File: config.mk
export PLATFORM = sky130hd
export DESIGN_NAME = or1200_checker_ctrl_flat
export DESIGN_NICKNAME = d
export VERILOG_FILES = /design/src/rtl/or1200_checker_ctrl_if.sv /design/src/rtl/or1200_checker_ctrl.sv /design/src/flat_wrapper.sv
export SDC_FILE = /design/constraint.sdc
export NUM_CORES = 1
export LEC_CHECK = 0
export ABC_CLOCK_PERIOD_IN_PS = 5600
export BUFFER_PORTS_ARGS = -buffer_cell sky130_fd_sc_hd__buf_2
export CELL_PAD_IN_SITES_DETAIL_PLACEMENT = 1
export CELL_PAD_IN_SITES_GLOBAL_PLACEMENT = 2
export CORE_MARGIN = 2
export CORE_UTILIZATION = 35
export DETAILED_ROUTE_END_ITERATION = 10
export PLACE_DENSITY_LB_ADDON = 0.1
export SLEW_MARGIN = 20
export SYNTH_ARGS = -nofsm -noshare
export SYNTH_HDL_FRONTEND = slang
export SYNTH_SLANG_ARGS = --single-unit
File: constraint.sdc
create_clock -name clk -period 5.6 [get_ports clk]
set_clock_uncertainty 0.15 [all_clocks]
set_input_delay 0.28 -clock clk [delete_from_list [all_inputs] [get_ports clk]]
set_output_delay 0.28 -clock clk [all_outputs]
set_load 0.01 [all_outputs]
File: src/rtl/or1200_checker_ctrl_if.sv
// Bundles the privilege-checker health inputs and the response outputs of
// or1200_checker_ctrl so they can be passed as one port.
interface or1200_checker_ctrl_if;
  logic       sr_ok;
  logic       pipeline_ok;
  logic       mmus_ok;
  logic [2:0] secure_supv;
  logic       sr_sm;
  logic       strike_clr;
  logic       alarm;
  logic       freeze_req;
  logic       flush_req;
  logic       locked;
  logic [1:0] strikes;
  logic [3:0] fault_cause;

  modport master (
    output sr_ok, pipeline_ok, mmus_ok, secure_supv, sr_sm, strike_clr,
    input  alarm, freeze_req, flush_req, locked, strikes, fault_cause
  );

  modport slave (
    input  sr_ok, pipeline_ok, mmus_ok, secure_supv, sr_sm, strike_clr,
    output alarm, freeze_req, flush_req, locked, strikes, fault_cause
  );
endinterface

File: src/rtl/or1200_checker_ctrl.sv
// Response sequencer for the OR1200 privilege checker: confirms persistent
// violations, drives a timed freeze/flush, counts strikes and locks the core.
module or1200_checker_ctrl #(
  parameter int unsigned CONFIRM_CYCLES = 2,
  parameter int unsigned RECOVER_CYCLES = 4,
  parameter int unsigned MASK_CYCLES    = 3,
  parameter int unsigned STRIKE_MAX     = 3
) (
  input logic                 clk,
  input logic                 rst,
  or1200_checker_ctrl_if.slave bus
);

  typedef enum logic [2:0] {
    S_INIT,
    S_MONITOR,
    S_SUSPECT,
    S_FLUSH,
    S_LOCKED
  } state_t;

  localparam logic [3:0] MASK_LAST    = 4'(MASK_CYCLES - 1);
  localparam logic [3:0] CONFIRM_LAST = 4'(CONFIRM_CYCLES - 1);
  localparam logic [3:0] RECOVER_LAST = 4'(RECOVER_CYCLES - 1);
  localparam logic [1:0] STRIKE_LIM   = 2'(STRIKE_MAX);
  localparam bit         CONFIRM_NOW  = (CONFIRM_CYCLES == 1);

  state_t     state_q, state_d;
  logic [3:0] cnt_q, cnt_d;
  logic [1:0] strikes_q, strikes_d;
  logic [3:0] cause_q, cause_d;
  logic       alarm_q, alarm_d;
  logic       freeze_q, freeze_d;
  logic       flush_q, flush_d;
  logic       locked_q, locked_d;

  logic [3:0] f;
  logic       fault;
  logic       confirm;

  always_comb begin
    f     = {((~^bus.secure_supv) != bus.sr_sm), ~bus.mmus_ok,
             ~bus.pipeline_ok, ~bus.sr_ok};
    fault = |f;

    state_d   = state_q;
    cnt_d     = cnt_q;
    strikes_d = strikes_q;
    cause_d   = cause_q;
    confirm   = 1'b0;

    if (state_q != S_LOCKED && bus.strike_clr) begin
      strikes_d = '0;
      cause_d   = '0;
    end

    case (state_q)
      S_INIT: begin
        if (cnt_q == MASK_LAST) begin
          state_d = S_MONITOR;
          cnt_d   = '0;
        end else begin
          cnt_d = cnt_q + 4'd1;
        end
      end
      S_MONITOR: begin
        if (fault) begin
          if (CONFIRM_NOW) begin
            confirm = 1'b1;
          end else begin
            state_d = S_SUSPECT;
            cnt_d   = 4'd1;
          end
        end
      end
      S_SUSPECT: begin
        if (!fault) begin
          state_d = S_MONITOR;
          cnt_d   = '0;
        end else if (cnt_q == CONFIRM_LAST) begin
          confirm = 1'b1;
        end else begin
          cnt_d = cnt_q + 4'd1;
        end
      end
      S_FLUSH: begin
        if (cnt_q == RECOVER_LAST) begin
          state_d = (strikes_q == STRIKE_LIM) ? S_LOCKED : S_INIT;
          cnt_d   = '0;
        end else begin
          cnt_d = cnt_q + 4'd1;
        end
      end
      S_LOCKED: begin
        state_d = S_LOCKED;
      end
      default: begin
        state_d = S_INIT;
        cnt_d   = '0;
      end
    endcase

    // A confirming edge overrides any same-edge strike_clr: the new strike survives.
    if (confirm) begin
      state_d = S_FLUSH;
      cnt_d   = '0;
      if (bus.strike_clr) begin
        strikes_d = 2'd1;
        cause_d   = f;
      end else begin
        strikes_d = (strikes_q == 2'd3) ? 2'd3 : strikes_q + 2'd1;
        cause_d   = cause_q | f;
      end
    end

    // Outputs are decoded from the next state so the registered copies track state_q.
    flush_d  = (state_d == S_FLUSH);
    locked_d = (state_d == S_LOCKED);
    freeze_d = flush_d | locked_d;
    alarm_d  = flush_d | locked_d;
  end

  always_ff @(posedge clk or posedge rst) begin
    if (rst) begin
      state_q   <= S_INIT;
      cnt_q     <= '0;
      strikes_q <= '0;
      cause_q   <= '0;
      alarm_q   <= 1'b0;
      freeze_q  <= 1'b0;
      flush_q   <= 1'b0;
      locked_q  <= 1'b0;
    end else begin
      state_q   <= state_d;
      cnt_q     <= cnt_d;
      strikes_q <= strikes_d;
      cause_q   <= cause_d;
      alarm_q   <= alarm_d;
      freeze_q  <= freeze_d;
      flush_q   <= flush_d;
      locked_q  <= locked_d;
    end
  end

  assign bus.alarm       = alarm_q;
  assign bus.freeze_req  = freeze_q;
  assign bus.flush_req   = flush_q;
  assign bus.locked      = locked_q;
  assign bus.strikes     = strikes_q;
  assign bus.fault_cause = cause_q;

endmodule

File: src/flat_wrapper.sv
// flat-port wrapper written by rule: the top's interface ports become plain ports
module or1200_checker_ctrl_flat 
#(
  parameter int unsigned CONFIRM_CYCLES = 2,
  parameter int unsigned RECOVER_CYCLES = 4,
  parameter int unsigned MASK_CYCLES    = 3,
  parameter int unsigned STRIKE_MAX     = 3
)
  (clk, rst, bus_sr_ok, bus_pipeline_ok, bus_mmus_ok, bus_secure_supv, bus_sr_sm, bus_strike_clr, bus_alarm, bus_freeze_req, bus_flush_req, bus_locked, bus_strikes, bus_fault_cause);
  or1200_checker_ctrl_if bus_i ();
  input logic clk;
  input logic rst;
  input wire logic [$bits(bus_i.sr_ok)-1:0] bus_sr_ok;
  input wire logic [$bits(bus_i.pipeline_ok)-1:0] bus_pipeline_ok;
  input wire logic [$bits(bus_i.mmus_ok)-1:0] bus_mmus_ok;
  input wire logic [$bits(bus_i.secure_supv)-1:0] bus_secure_supv;
  input wire logic [$bits(bus_i.sr_sm)-1:0] bus_sr_sm;
  input wire logic [$bits(bus_i.strike_clr)-1:0] bus_strike_clr;
  output wire logic [$bits(bus_i.alarm)-1:0] bus_alarm;
  output wire logic [$bits(bus_i.freeze_req)-1:0] bus_freeze_req;
  output wire logic [$bits(bus_i.flush_req)-1:0] bus_flush_req;
  output wire logic [$bits(bus_i.locked)-1:0] bus_locked;
  output wire logic [$bits(bus_i.strikes)-1:0] bus_strikes;
  output wire logic [$bits(bus_i.fault_cause)-1:0] bus_fault_cause;
  assign bus_i.sr_ok = bus_sr_ok;
  assign bus_i.pipeline_ok = bus_pipeline_ok;
  assign bus_i.mmus_ok = bus_mmus_ok;
  assign bus_i.secure_supv = bus_secure_supv;
  assign bus_i.sr_sm = bus_sr_sm;
  assign bus_i.strike_clr = bus_strike_clr;
  assign bus_alarm = bus_i.alarm;
  assign bus_freeze_req = bus_i.freeze_req;
  assign bus_flush_req = bus_i.flush_req;
  assign bus_locked = bus_i.locked;
  assign bus_strikes = bus_i.strikes;
  assign bus_fault_cause = bus_i.fault_cause;
  or1200_checker_ctrl #(.CONFIRM_CYCLES(CONFIRM_CYCLES), .RECOVER_CYCLES(RECOVER_CYCLES), .MASK_CYCLES(MASK_CYCLES), .STRIKE_MAX(STRIKE_MAX)) u_core (.clk(clk), .rst(rst), .bus(bus_i));
endmodule
==> results_dict.tcl, run 1 <==
set metrics [dict create \
    regArea_sq_um 400 \
    maxCapViolCount 0 \
    required_ns 5.64 \
    min-delay-start "bus_mmus_ok" \
    cts_buffer_depth 2 \
    final.fill_count 297 \
    syn_area_sq_um 925 \
    antenna_found_initial 0 \
    min_to "u_core.bus.fault_cause[2]" \
    multiInputGateArea_sq_um 477 \
    yosysTopAreaCell "dfrtp_1" \
    worst_slew_pin_slew_ns 0.631 \
    start_kind "register" \
    clockRootBuffer "clkbuf_4" \
    grt_max_degree 17 \
    grt_usage 0.147 \
    drive_gt1_frac 0.268 \
    fin_crit_sh 0.347 \
    cts_tree "built" \
    rsz0062_at_grt "no" \
    area_growth_pct 16.2 \
    status "finished clean" \
    core_sq_um 2500 \
    cts-htree-levels 1 \
    via_per_inst 5.38 \
    power_leakage_nw 0.548 \
    ys_types 39 \
    postCtsHoldBufs 1 \
    avgSynthCellArea_sq_um 9.94 \
    cts_sinks 16 \
    cts_resized 0 \
    final_core_util 0.430 \
    min_path_type "primary input to register" \
    drt_first_iter_violations 14 \
    cts_made_buffers 3 \
    path_clk_slew_ns 0.10 \
    rrSetupSlack_ns 3.66 \
    yosys_register_bits 16 \
    crit_chain "inv_1 -> ha_1 -> nor4b_1 -> o32a_1 -> a21o_1 -> o2bb2ai_1 -> a22o_1" \
    yosysTopAreaCellShare 0.433 \
    min_period_ns 1.94 \
    place.port_buffers 19 \
    crit_path_end_kind "register" \
    chipWidth_um 55.4 \
    synth_cells 93 \
    core.rowCount 18 \
    insertion_delay_ns 0.29 \
    r2r-start "u_core.cnt_q[0]" \
    wl_per_cell_um 14.2 \
    synth_common_cells "dfrtp_1 (16), nand2_1 (10), nor2_1 (6)" \
    nets 126 \
    slew_headroom 0.579 \
    startpoint "u_core.cnt_q[0]" \
    synthTopCellsByArea "dfrtp_1 (43%), ha_1 (4.1%), nand2_1 (4.1%), a2111oi_2 (3.2%), a21o_1 (3.2%)" \
    slowest_stage "dfrtp_1" \
    die_h_um 55.4 \
    start_util 0.370 \
    worstPathArrival_ns 1.98 \
    pin_count 20 \
    routed_wl_um 2010 \
    numPlacedInstances 137 \
    tns_ns 0 \
    drc 0 \
    synth-seq-area-share 0.433 \
    synth_top_flop_cell "dfrtp_1" \
    diodes 0 \
    cts_setup_buffers 0 \
    fmax_mhz 514 \
    reg2reg_depth 7 \
    setup_viol 0 \
    regToRegEndpoint "u_core.cnt_q[0]" \
    dp.final_hpwl_um 1560 \
    synthArstFlopShare 1.00 \
    gp_congestion 0.784 \
    yosysMostFrequentCell "dfrtp_1" \
    grt_pass1_vias 817 \
    min_path_cells 2 \
    ant_nets 0 \
    via_count 764 \
    drv_slew 0 \
    worstPathMaxFanout 5 \
    overflow 0 \
    synth_edf_count 0 \
    hold_violations 0 \
    path_class "register to register" \
    drt_first_pass_iters 4 \
    fin_cells 142 \
    powerDensity_nw_per_um2 462 \
    critPathMaxStageDelay_ns 0.44 \
    yosys_warnings 0 \
    postSynthNetCount 106 \
    grt_pass1_wl_um 3660 \
    ir_drop_mv 0.175 \
    die-area_sq_um 3070 \
]
==> where the power goes <==
part | leakage, nW | internal [mW] | switching (mW) | total [mW]
Sequential | 0.211 | 0.156 | 0.0500 | 0.206
Combinational | 0.315 | 0.0989 | 0.114 | 0.213
Clock | 0.0210 | 0.0396 | 0.0375 | 0.0771
Total | 0.548 | 0.295 | 0.202 | 0.496
==> cell type report <==
class | instances | area share
sequential | 16 | 0.373
timing repair buffer | 20 | 0.0978
inverter | 5 | 0.0175
clock buffer | 4 | 0.0338
tap | 30 | 0.0349
multi-input combinational | 67 | 0.444
==> routing by layer <==
metal | up-vias | wire length, um | GRT usage | part of all wire
li1 | 368 | - | - | -
met1 | 371 | 952 | 0.189 | 0.47
met2 | 20 | 944 | 0.241 | 0.47
met3 | 5 | 81 | 0.0234 | 0.040
met4 | 0 | 34 | 0.0627 | 0.017
met5 | - | 0 | 0 | 0
==> how the worst max path moves through the flow <==
stage / cells past startpoint / slack [ns] / end
floorplan: 7 / 3.86 / u_core.cnt_q[2]
CTS: 7 / 3.65 / u_core.cnt_q[0]
detailed placement: 7 / 3.67 / u_core.cnt_q[0]
global placement: 7 / 3.68 / u_core.cnt_q[3]
global route: 7 / 3.48 / u_core.cnt_q[0]
finish: 7 / 3.66 / u_core.cnt_q[0]
==> worst max-delay path: cells and delay by family, from the launching register on <==
kind | cells | cell delay (ns)
compound gates | 4 | 0.66
buf+inv | 1 | 0.09
fa+ha+maj | 1 | 0.14
flops | 1 | 0.44
simple gates | 1 | 0.37
==> logic make-up after synthesis <==
group                    share of synthesized area
flip-flops                                   0.433
XOR/XNOR                                    0.0541
AND/OR/NAND/NOR                              0.196
buffers and inverters                       0.0514
AO/OA/AOI/OAI                                0.225
adder cells (fa/ha/maj)                     0.0406
==> registers in the layout, indices dropped and copies added (netlist names) <==
| signal | flops |
|---|---|
| u_core.bus.alarm | 1 |
| u_core.bus.flush_req | 1 |
| u_core.bus.locked | 1 |
| u_core.bus.strikes | 2 |
| u_core.cnt_q | 4 |
| u_core.bus.fault_cause | 4 |
| u_core.state_q | 3 |
==> layout by cell type, fill, tap and decap left out, types with 2 or more instances in the layout <==
cell / instances
o21ai_0: 5
a2111oi_2: 2
inv_1: 5
o31ai_1: 2
dfrtp_1: 16
or2_1: 2
nor2_1: 6
a21o_1: 4
a21oi_1: 3
ha_1: 3
nand3b_1: 2
clkbuf_4: 3
nor3b_1: 2
buf_2: 19
nand2b_1: 3
nand2_1: 10
nand3_1: 2
==> per-stage QoR <==
step                      power [mW]  worst slack, ns  hold WS (ns)  cell area, sq um
after floorplan                0.364             3.86        0.0437               925
after global placement         0.418             3.68         0.231              1030
after detailed placement       0.424             3.67         0.240              1030
after CTS                      0.503             3.65        0.0370              1070
after global routing           0.544             3.48        0.0412              1070
final                          0.496             3.66        0.0451              1070
Power figures use the tool's default switching activity.
==> run 2, diff against run 1 <==
- ABC_CLOCK_PERIOD_IN_PS: 5600 -> 1850
- CORE_UTILIZATION: 35 -> 32
- clock period: 5.6 -> 1.85 ns (I/O delays scaled with it)
==> results_dict.tcl, run 2 (synthesis results as in run 1) <==
set metrics [dict create \
    required_ns 1.94 \
    chipWidth_um 57.8 \
    drt-met1-wl_um 1060 \
    placed_area_sq_um 1100 \
    final_core_util 0.477 \
    drt_first_iter_violations 18 \
    setup_ws_ns -0.00633 \
    grt_usage 0.149 \
    insertion_delay_ns 0.29 \
    via_count 853 \
    ir_drop_mv 0.718 \
    numPlacedInstances 148 \
    cts_buffer_depth 2 \
    power_leakage_nw 0.637 \
    powerDensity_nw_per_um2 1400 \
    cts_tree "built" \
    route.met3.wl_um 78 \
    drive_gt1_frac 0.400 \
    hold_violations 0 \
    dp.final_hpwl_um 1660 \
    intPower_mw 1.11 \
    area_growth_pct 42.4 \
    grt_pass1_vias 821 \
    die-area_sq_um 3340 \
    min_path_type "primary input to async pin" \
    final_cell_mix "buf_2 (19), dfrtp_1 (16), buf_4 (11)" \
    status "finished with violations" \
    seq_power_share 0.338 \
    fin_cells 161 \
    cts_made_buffers 3 \
    drt_first_pass_iters 4 \
    start_kind "register" \
    final.fill_count 319 \
    antenna_found_initial 0 \
    setup_viol 1 \
    rsz0062_at_grt "yes" \
    worstPathArrival_ns 1.94 \
    p_sw_mw 0.735 \
    worstPathMaxFanout 4 \
    final_common_cell "buf_2" \
    wl_met2_um 1120 \
    gp_congestion 0.744 \
    violations "negative setup slack" \
    cts_sinks 16 \
    drc 0 \
    grt_pass1_wl_um 3740 \
    path_class "register to register" \
    via_per_inst 5.30 \
    power_mw 1.84 \
    overflow 0 \
    crit_path_end_kind "register" \
    clockRootBuffer "clkbuf_4" \
    final_area_sq_um 1320 \
    diodes 0 \
    p_clk_frac 0.128 \
    path_clk_slew_ns 0.10 \
    core.rowCount 19 \
    reg2reg_depth 7 \
    drv_slew 0 \
    pin_count 20 \
    netSwitchingFraction 0.398 \
    p_comb_frac 0.534 \
    maxCapViolCount 0 \
    place.port_buffers 19 \
    fmax_mhz 539 \
    nets 144 \
    min_period_ns 1.86 \
    wl_per_cell_um 14.4 \
    slew_headroom 0.577 \
    routed_wl_um 2310 \
    cts-htree-levels 1 \
    highest_layer "met4" \
    start_util 0.335 \
    ant_nets 0 \
    fin_crit_sh 1.00 \
    grt_max_degree 17 \
    die_h_um 57.8 \
    core_sq_um 2760 \
    worst_slew_pin_slew_ns 0.633 \
]
-- run 2: changes by cell type in the layout (fill, tap and decap cells not counted), sizes merged --
cell	change
a21oi	+1
buf	+13
dlygate4sd3	+4
-- run 2: area by class of cell --
class	count	area [sq um]	area share
tap	31	38.8	0.0295
clock buffer	4	36.3	0.0276
inverter	5	18.8	0.0143
sequential	16	400	0.304
multi-input combinational	68	572	0.434
timing repair buffer	37	250	0.190
-- run 2: path summary, 6_finish.rpt --
path,start,endpoint,slack (ns)
max,u_core.cnt_q[1],u_core.cnt_q[2],-0.006
max reg2reg,u_core.cnt_q[1],u_core.cnt_q[2],-0.006
min reg2reg,u_core.bus.fault_cause[2],u_core.bus.fault_cause[2],0.33
min,rst,u_core.bus.strikes[0],0.27
min in group clk,bus_secure_supv[0],u_core.bus.fault_cause[3],0.31
max in group asynchronous,rst,u_core.bus.fault_cause[3],0.88
-- run 2: per-layer routing --
layer,vias up,global-route usage
met5,-,0
met4,0,0.0797
met3,5,0.0201
met2,20,0.239
met1,418,0.195
li1,410,-
-- run 2: critical path, cell delays in order (launching register included) --
cell and delay (ns):
dfrtp_1 0.42, buf_6 0.13, ha_4 0.14, nor4b_4 0.12, o32a_1 0.30, a21o_4 0.22, a2111oi_4 0.20, a21o_1 0.12
-- run 2: what timing repair did --
action,CTS,global route
hold endpoints to repair,20,0
hold buffers,5,0
pin swaps,1,1
endpoints found under the setup margin,4,6
cloned,0,1
gates resized for setup,7,8
buffers inserted,4,1
-- run 2: stage by stage --
stage | hold slack, ns | setup WS, ns | setup TNS, ns
4_1_cts | 0.284 | -0.0539 | -0.165
3_3_place_gp | 0.0516 | -0.0845 | -0.191
3_5_place_dp | 0.0650 | -0.112 | -0.291
6_report | 0.268 | -0.00633 | -0.00633
5_1_grt | 0.318 | -0.0942 | -0.277
2_1_floorplan | -0.144 | 0.106 | 0
-- run 2: power by group through the flow --
| stage | Clock, mW | Sequential, mW | Combinational, mW |
|---|---|---|---|
| finish | 0.235 | 0.623 | 0.985 |
| global route | 0.258 | 0.644 | 1.10 |
| CTS | 0.245 | 0.614 | 0.907 |
| detailed placement | 0 | 0.607 | 0.793 |
| global placement | 0 | 0.598 | 0.783 |
| floorplan | 0 | 0.592 | 0.509 |
